**config.mk**
```make
export PLATFORM = sky130hd
export DESIGN_NAME = transport_receive
export DESIGN_NICKNAME = d
export VERILOG_FILES = /design/src/rtl/transport_pkg.sv /design/src/rtl/sample_fifo.sv /design/src/rtl/transport_receive.sv
export SDC_FILE = /design/constraint.sdc
export NUM_CORES = 1
export LEC_CHECK = 0
export ABC_AREA = 1
export CAP_MARGIN = 20
export CORE_MARGIN = 2
export CORE_UTILIZATION = 35
export DETAILED_ROUTE_END_ITERATION = 6
export PLACE_DENSITY = 0.55
export SYNTH_ARGS = -nofsm -noshare
export SYNTH_HDL_FRONTEND = slang
export SYNTH_HIERARCHICAL = 1
export SYNTH_SLANG_ARGS = --single-unit
```
**constraint.sdc**
```tcl
create_clock -name clk -period 3.35 [get_ports clk]
set_input_delay 0.67 -clock clk [delete_from_list [all_inputs] [get_ports clk]]
set_output_delay 0.67 -clock clk [all_outputs]
set_load 0.005 [all_outputs]
```
**src/rtl/transport_pkg.sv**
```systemverilog
// Shared constants and FSM encoding for the receive-side transport parser.
// Latency: n/a (definitions only).
// Backpressure: n/a (definitions only).
package transport_pkg;

    // Packet framing bytes
    localparam logic [7:0] HDR_CTRL  = 8'h40;
    localparam logic [7:0] HDR_AUDIO = 8'h80;
    localparam logic [7:0] TRAILER   = 8'hFF;

    // Error codes reported on err_code
    localparam logic [1:0] ERR_NONE     = 2'b00;
    localparam logic [1:0] ERR_HEADER   = 2'b01;
    localparam logic [1:0] ERR_TRAILER  = 2'b10;
    localparam logic [1:0] ERR_OVERFLOW = 2'b11;

    // Parser states; encodings are fixed so they stay stable across revisions
    typedef enum logic [2:0] {
        ST_IDLE    = 3'd0,
        ST_CTRL_HI = 3'd1,
        ST_CTRL_LO = 3'd2,
        ST_PAD     = 3'd3,
        ST_AUD_HI  = 3'd4,
        ST_AUD_LO  = 3'd5,
        ST_TRAILER = 3'd6,
        ST_DISCARD = 3'd7
    } rx_state_t;

endpackage

```
**src/rtl/sample_fifo.sv**
```systemverilog
// Show-ahead synchronous FIFO holding decoded audio samples.
// Latency: a write is visible on rd_data/empty/count the cycle after the write edge.
// Backpressure: none; a write to a full FIFO is dropped unless a read happens on the same edge.
module sample_fifo #(
    parameter int DEPTH = 16,
    parameter int WIDTH = 16
) (
    input  logic                     clk,
    input  logic                     reset,
    input  logic                     wr_en,
    input  logic [WIDTH-1:0]         wr_data,
    input  logic                     rd_en,
    output logic [WIDTH-1:0]         rd_data,
    output logic                     full,
    output logic                     empty,
    output logic [$clog2(DEPTH):0]   count
);

    localparam int PW = $clog2(DEPTH);
    localparam logic [PW:0] FULL_CNT = (PW + 1)'(DEPTH);

    logic [WIDTH-1:0] mem [DEPTH];
    logic [PW-1:0]    wr_ptr;
    logic [PW-1:0]    rd_ptr;
    logic             do_wr;
    logic             do_rd;

    assign empty = (count == '0);
    assign full  = (count == FULL_CNT);
    // A pop on a full FIFO frees the slot the same-edge write lands in.
    assign do_rd = rd_en && !empty;
    assign do_wr = wr_en && (!full || do_rd);
    // Drive zero when empty so the output is clean after reset and after drain.
    assign rd_data = empty ? '0 : mem[rd_ptr];

    // Sample storage; contents need no reset because empty masks rd_data.
    always_ff @(posedge clk) begin
        if (do_wr) begin
            mem[wr_ptr] <= wr_data;
        end
    end

    // Pointers wrap naturally; count carries one extra bit to represent full.
    always_ff @(posedge clk or negedge reset) begin
        if (!reset) begin
            wr_ptr <= '0;
            rd_ptr <= '0;
            count  <= '0;
        end else begin
            if (do_wr) begin
                wr_ptr <= wr_ptr + 1'b1;
            end
            if (do_rd) begin
                rd_ptr <= rd_ptr + 1'b1;
            end
            case ({do_wr, do_rd})
                2'b10:   count <= count + 1'b1;
                2'b01:   count <= count - 1'b1;
                default: count <= count;
            endcase
        end
    end

endmodule

```
**src/rtl/transport_receive.sv**
```systemverilog
// Parses fixed-length transport packets into control words and buffered audio samples.
// Latency: ctrl/err/pkt_busy one cycle after the deciding byte; samples visible one cycle after their low byte.
// Backpressure: none; accepts one byte per cycle, overflowing samples are dropped and flagged.
module transport_receive
    import transport_pkg::*;
#(
    parameter int PACKET_SIZE = 16,
    parameter int FIFO_DEPTH  = 16
) (
    input  logic                          clk,
    input  logic                          reset,
    input  logic                          in_valid,
    input  logic [7:0]                    in_data,
    output logic                          pkt_busy,
    output logic                          ctrl_valid,
    output logic [15:0]                   ctrl_data,
    output logic                          audio_valid,
    output logic [15:0]                   audio_data,
    input  logic                          audio_rd,
    output logic [$clog2(FIFO_DEPTH):0]   audio_count,
    output logic                          err,
    output logic [1:0]                    err_code
);

    localparam int CNT_W = $clog2(PACKET_SIZE);
    localparam logic [CNT_W-1:0] LAST_CNT        = CNT_W'(PACKET_SIZE - 1);
    localparam logic [CNT_W-1:0] LAST_SAMPLE_CNT = CNT_W'(PACKET_SIZE - 2);

    rx_state_t        state;
    rx_state_t        state_nxt;
    logic [CNT_W-1:0] byte_cnt;
    logic [7:0]       hi_byte;
    logic             last_byte;
    logic             fifo_wr;
    logic             fifo_full;
    logic             fifo_empty;
    logic             overflow;
    logic             bad_hdr;
    logic             bad_trl;

    assign last_byte = in_valid && (byte_cnt == LAST_CNT);
    assign fifo_wr   = in_valid && (state == ST_AUD_LO);
    // Full implies non-empty, so a raised audio_rd always frees a slot here.
    assign overflow  = fifo_wr && fifo_full && !audio_rd;
    assign bad_hdr   = in_valid && (state == ST_IDLE)
                       && (in_data != HDR_CTRL) && (in_data != HDR_AUDIO);
    assign bad_trl   = in_valid && (state == ST_TRAILER) && (in_data != TRAILER);

    assign pkt_busy    = (state != ST_IDLE);
    assign audio_valid = !fifo_empty;

    // Next-state decode; the parser only advances on accepted bytes.
    always_comb begin
        state_nxt = state;
        if (in_valid) begin
            case (state)
                ST_IDLE: begin
                    if (in_data == HDR_CTRL) begin
                        state_nxt = ST_CTRL_HI;
                    end else if (in_data == HDR_AUDIO) begin
                        state_nxt = ST_AUD_HI;
                    end else begin
                        state_nxt = ST_DISCARD;
                    end
                end
                ST_CTRL_HI: state_nxt = ST_CTRL_LO;
                ST_CTRL_LO: state_nxt = ST_PAD;
                ST_PAD,
                ST_DISCARD: begin
                    if (byte_cnt == LAST_CNT) begin
                        state_nxt = ST_IDLE;
                    end
                end
                ST_AUD_HI: state_nxt = ST_AUD_LO;
                ST_AUD_LO: begin
                    if (byte_cnt == LAST_SAMPLE_CNT) begin
                        state_nxt = ST_TRAILER;
                    end else begin
                        state_nxt = ST_AUD_HI;
                    end
                end
                ST_TRAILER: state_nxt = ST_IDLE;
                default:    state_nxt = ST_IDLE;
            endcase
        end
    end

    // Parser state register.
    always_ff @(posedge clk or negedge reset) begin
        if (!reset) begin
            state <= ST_IDLE;
        end else begin
            state <= state_nxt;
        end
    end

    // Position within the packet; wraps to zero after the final byte.
    always_ff @(posedge clk or negedge reset) begin
        if (!reset) begin
            byte_cnt <= '0;
        end else if (in_valid) begin
            if (last_byte) begin
                byte_cnt <= '0;
            end else begin
                byte_cnt <= byte_cnt + 1'b1;
            end
        end
    end

    // Hold the MSB of a control word or sample until its LSB arrives.
    always_ff @(posedge clk or negedge reset) begin
        if (!reset) begin
            hi_byte <= '0;
        end else if (in_valid && ((state == ST_CTRL_HI) || (state == ST_AUD_HI))) begin
            hi_byte <= in_data;
        end
    end

    // Control word capture with a single-cycle valid pulse; the word is held.
    always_ff @(posedge clk or negedge reset) begin
        if (!reset) begin
            ctrl_valid <= 1'b0;
            ctrl_data  <= '0;
        end else begin
            ctrl_valid <= in_valid && (state == ST_CTRL_LO);
            if (in_valid && (state == ST_CTRL_LO)) begin
                ctrl_data <= {hi_byte, in_data};
            end
        end
    end

    // Error pulse and sticky code; overflow outranks a bad trailer.
    always_ff @(posedge clk or negedge reset) begin
        if (!reset) begin
            err      <= 1'b0;
            err_code <= ERR_NONE;
        end else begin
            err <= overflow || bad_trl || bad_hdr;
            if (overflow) begin
                err_code <= ERR_OVERFLOW;
            end else if (bad_trl) begin
                err_code <= ERR_TRAILER;
            end else if (bad_hdr) begin
                err_code <= ERR_HEADER;
            end
        end
    end

    sample_fifo #(
        .DEPTH (FIFO_DEPTH),
        .WIDTH (16)
    ) u_sample_fifo (
        .clk     (clk),
        .reset   (reset),
        .wr_en   (fifo_wr),
        .wr_data ({hi_byte, in_data}),
        .rd_en   (audio_rd),
        .rd_data (audio_data),
        .full    (fifo_full),
        .empty   (fifo_empty),
        .count   (audio_count)
    );

endmodule

```
==> summary.md <==
| Metric | Value |
|---|---|
| Outcome | complete, no violations |
| Number of synthesized register bits | 304 |
| Post-Syn Area per Cell | 11.2 um2 |
| Top post-synthesis cells by area | edfxtp_1, nand2_1, dfrtp_1 |
| Distinct cells, synth | 29 |
| Starting Density | 0.353 |
| HP Class | reg -> reg |
| DR iter-0 viols | 568 |
| Post-Syn Instances | 1140 |
| Final setup fails | 0 |
| Via count | 8413 |
| Most numerous cell in the Yosys netlist | nand2_1 |
| First-pass GRT wire length | 50400 um |
| Crit. Startpoint | u_sample_fifo/rd_ptr[0]$_DFFE_PN0N_ |
| Endpoint class of the critical path | primary output |
| Worst setup SP type | flop |
| Synth Cell Area | 12800 um2 |
| Hold Path Origin | err_code[1]$_DFFE_PN0P_ |
| Inserted Diodes | 0 |
| Post-DP HPWL | 20300 um |
| DIE HEIGHT | 195 um |
| Vias per cell | 4.91 |
| Initial antenna violation count | 0 |
| Layout net count | 1246 |
| Num rows | 70 |
| Layout area overhead | 19.1% |
| Drt drc | 0 |
| Largest net degree at the start of global routing | 62 |
| Fin. Hold Viols | 0 |
| CP Data Arrival Time | 2600 ps |
| Routability cong. | 0.804 |
| # fillers | 3396 |
| Inserted Clock Buffers | 31 |
| Max-slew violation count | 0 |
| CTS max path bufs | 3 |
| Boundary Pins | 55 |
| GRT Resource Usage Total | 0.174 |
| Max Cap Viol | 0 |
| Die width | 195 um |
| WP data required | 2680 ps |
| Clock Skews | 8.27 ps |
| Port Buf Inserts | 54 |
| Asr flop ratio synth | 0.158 |
| Drt wl/cell | 19.2 um |
| Total wire length | 32900 um |
| Hold slack | 489 ps |
| GRT overflow | 0 |
| Syn nets | 1163 |
| Share of cells above drive strength 1 | 0.142 |
| Power Dens Cells | 879 nW/um2 |
| Most common flop cell mapped by yosys | edfxtp_1 |
| Post-synth EDFFs | 256 |
| Reg clk slew, reported paths | 60 ps |
| CTS Sinks | 304 |
| Worst rel slew slack | 0.379 |
| Clock Latency Late Sink | 560 ps |
| Root Buffer | clkbuf_16 |
| Synth cell count leaders | nand2_1, edfxtp_1, nand3_1 |
| R2r startpoint | state[1]$_DFFE_PN0P_ |
| Ys Warns | 6 |
| Min cycle time layout | 3270 ps |
| Die ar. | 38200 um2 |
| Post-layout util | 0.420 |
| Register area share after synthesis | 0.693 |
| Post-synth top area cell | edfxtp_1 |
| Crit Path Category | reg -> out |
| Total core area | 36300 um2 |
| Crit-path max FO | 32 |
| Leakage | 5.86 nW |
| Worst-Margin Slew | 928 ps |
| Post-synth top area share | 0.600 |
| Detail Route Antenna Nets | 0 |
| Vias in the first global route | 8183 |
| H-tree depth | 1 |
| Drt pass-1 iters | 5 |
| Crit share post-route | 0.976 |
| Fmax | 306 MHz |
| Maximum vdd ir drop | 0.000488 V |
| TritonCTS clock tree | built |
| RSZ-0062 raised after global routing | true |
## final cells by class
type / instances / area, um2 / share of cell area
Timing Repair Buffer: 108 / 1110 / 0.0725
Sequential cell: 304 / 8890 / 0.583
Multi-Input combinational cell: 727 / 3470 / 0.228
Tap cell: 468 / 586 / 0.0384
Clock inverter: 10 / 126 / 0.00828
Inverter: 51 / 204 / 0.0134
Clock buffer: 44 / 875 / 0.0573
## cells in the final DEF (no fill, tap or decap), types with 2 or more instances in the layout
master / instances
bufinv_16: 3
nand3b_1: 2
clkbuf_16: 31
clkbuf_8: 5
buf_12: 7
inv_1: 43
a21oi_2: 6
buf_8: 2
a21oi_1: 17
clkdlybuf4s50_1: 49
xor2_1: 9
edfxtp_1: 256
nand2_1: 377
nand4_1: 4
o21ai_2: 26
clkbuf_1: 8
o22ai_1: 2
dlymetal6s2s_1: 4
clkinv_1: 6
inv_2: 5
o21ai_0: 8
buf_16: 2
nor2_1: 19
nand3_1: 203
nor2_2: 19
buf_4: 39
dfrtp_1: 46
nand2_2: 19
ha_1: 10
buf_6: 3
## routing by layer
layer,vias up,track usage,share of wire
li1,4061,-,-
met1,4120,0.242,0.45
met2,206,0.297,0.49
met3,26,0.0199,0.049
met4,0,0.0356,0.012
met5,-,0,0
## worst max-delay path: stages, from the launching register on
cell and delay, ps:
dfrtp_4 550, clkinv_8 130, buf_16 190, nand2_1 60, nand3_1 70, nand3_1 90, nand2_1 90, nand2_1 60
a21oi_1 220, clkdlybuf4s50_1 550
## path summary, 6_finish.rpt
path / cells after the start / slack, ps / endpoint
max in group asynchronous: 3 / 2250 / u_sample_fifo/rd_ptr[0]$_DFFE_PN0N_
worst min register to register: 2 / 490 / err_code[1]$_DFFE_PN0P_
min in group asynchronous: 2 / 500 / err_code[1]$_DFFE_PN0P_
worst max register to register: 13 / 1150 / u_sample_fifo/count[4]$_DFFE_PN0P_
worst min-delay path: 2 / 490 / err_code[1]$_DFFE_PN0P_
worst max-delay path: 9 / 80 / audio_data[14]
## power breakdown
group	total, W	switching, W	leakage, nW	internal (W)
clock network	0.00341	0.00138	0.485	0.00203
logic	0.00486	0.00290	2.48	0.00196
registers	0.00515	0.000478	2.89	0.00467
total	0.0134	0.00476	5.86	0.00865
## registers in the layout (all words and copies together), names as in the netlist
| register | flops |
|---|---|
| u_sample_fifo/wr_ptr | 4 |
| ctrl_data | 16 |
| hi_byte | 8 |
| byte_cnt | 4 |
| u_sample_fifo/mem | 256 |
| err_code | 2 |
| err | 1 |
| u_sample_fifo/rd_ptr | 4 |
| state | 3 |
| u_sample_fifo/count | 5 |
| ctrl_valid | 1 |
## repair_timing
action | 4_1_cts | 5_1_grt
setup endpoints to repair | 15 | 15
hold buffers | 1 | 0
buffers inserted | 0 | 2
resized for setup | 10 | 20
pin swaps | 0 | 0
cloned | 0 | 0
hold endpoints to repair | 10 | 0
## per-stage QoR
| stage | cells | total power, W | instance area [um2] | setup WS, ps | setup TNS, ps |
|---|---|---|---|---|---|
| finish | 1712 | 0.0134 | 15300 | 81.8 | 0 |
| global route | 1712 | 0.0143 | 15300 | -6.49 | -18.6 |
| CTS | 1710 | 0.0134 | 15200 | -5.24 | -6.52 |
| detailed placement | 1655 | 0.00995 | 14100 | 453 | 0 |
| global placement | 1655 | 0.00991 | 14100 | 474 | 0 |
| floorplan | 1140 | 0.00796 | 12800 | 886 | 0 |
## kinds of logic after synthesis
group	share of synthesized area
DFF	0.693
AOI/OAI and AO/OA	0.0316
adders and majority gates	0.0113
and+or+nand+nor	0.215
buffers and inverters	0.0416
xor gates and xnor gates	0.00683
No activity file was read; power rests on OpenSTA's default activity.
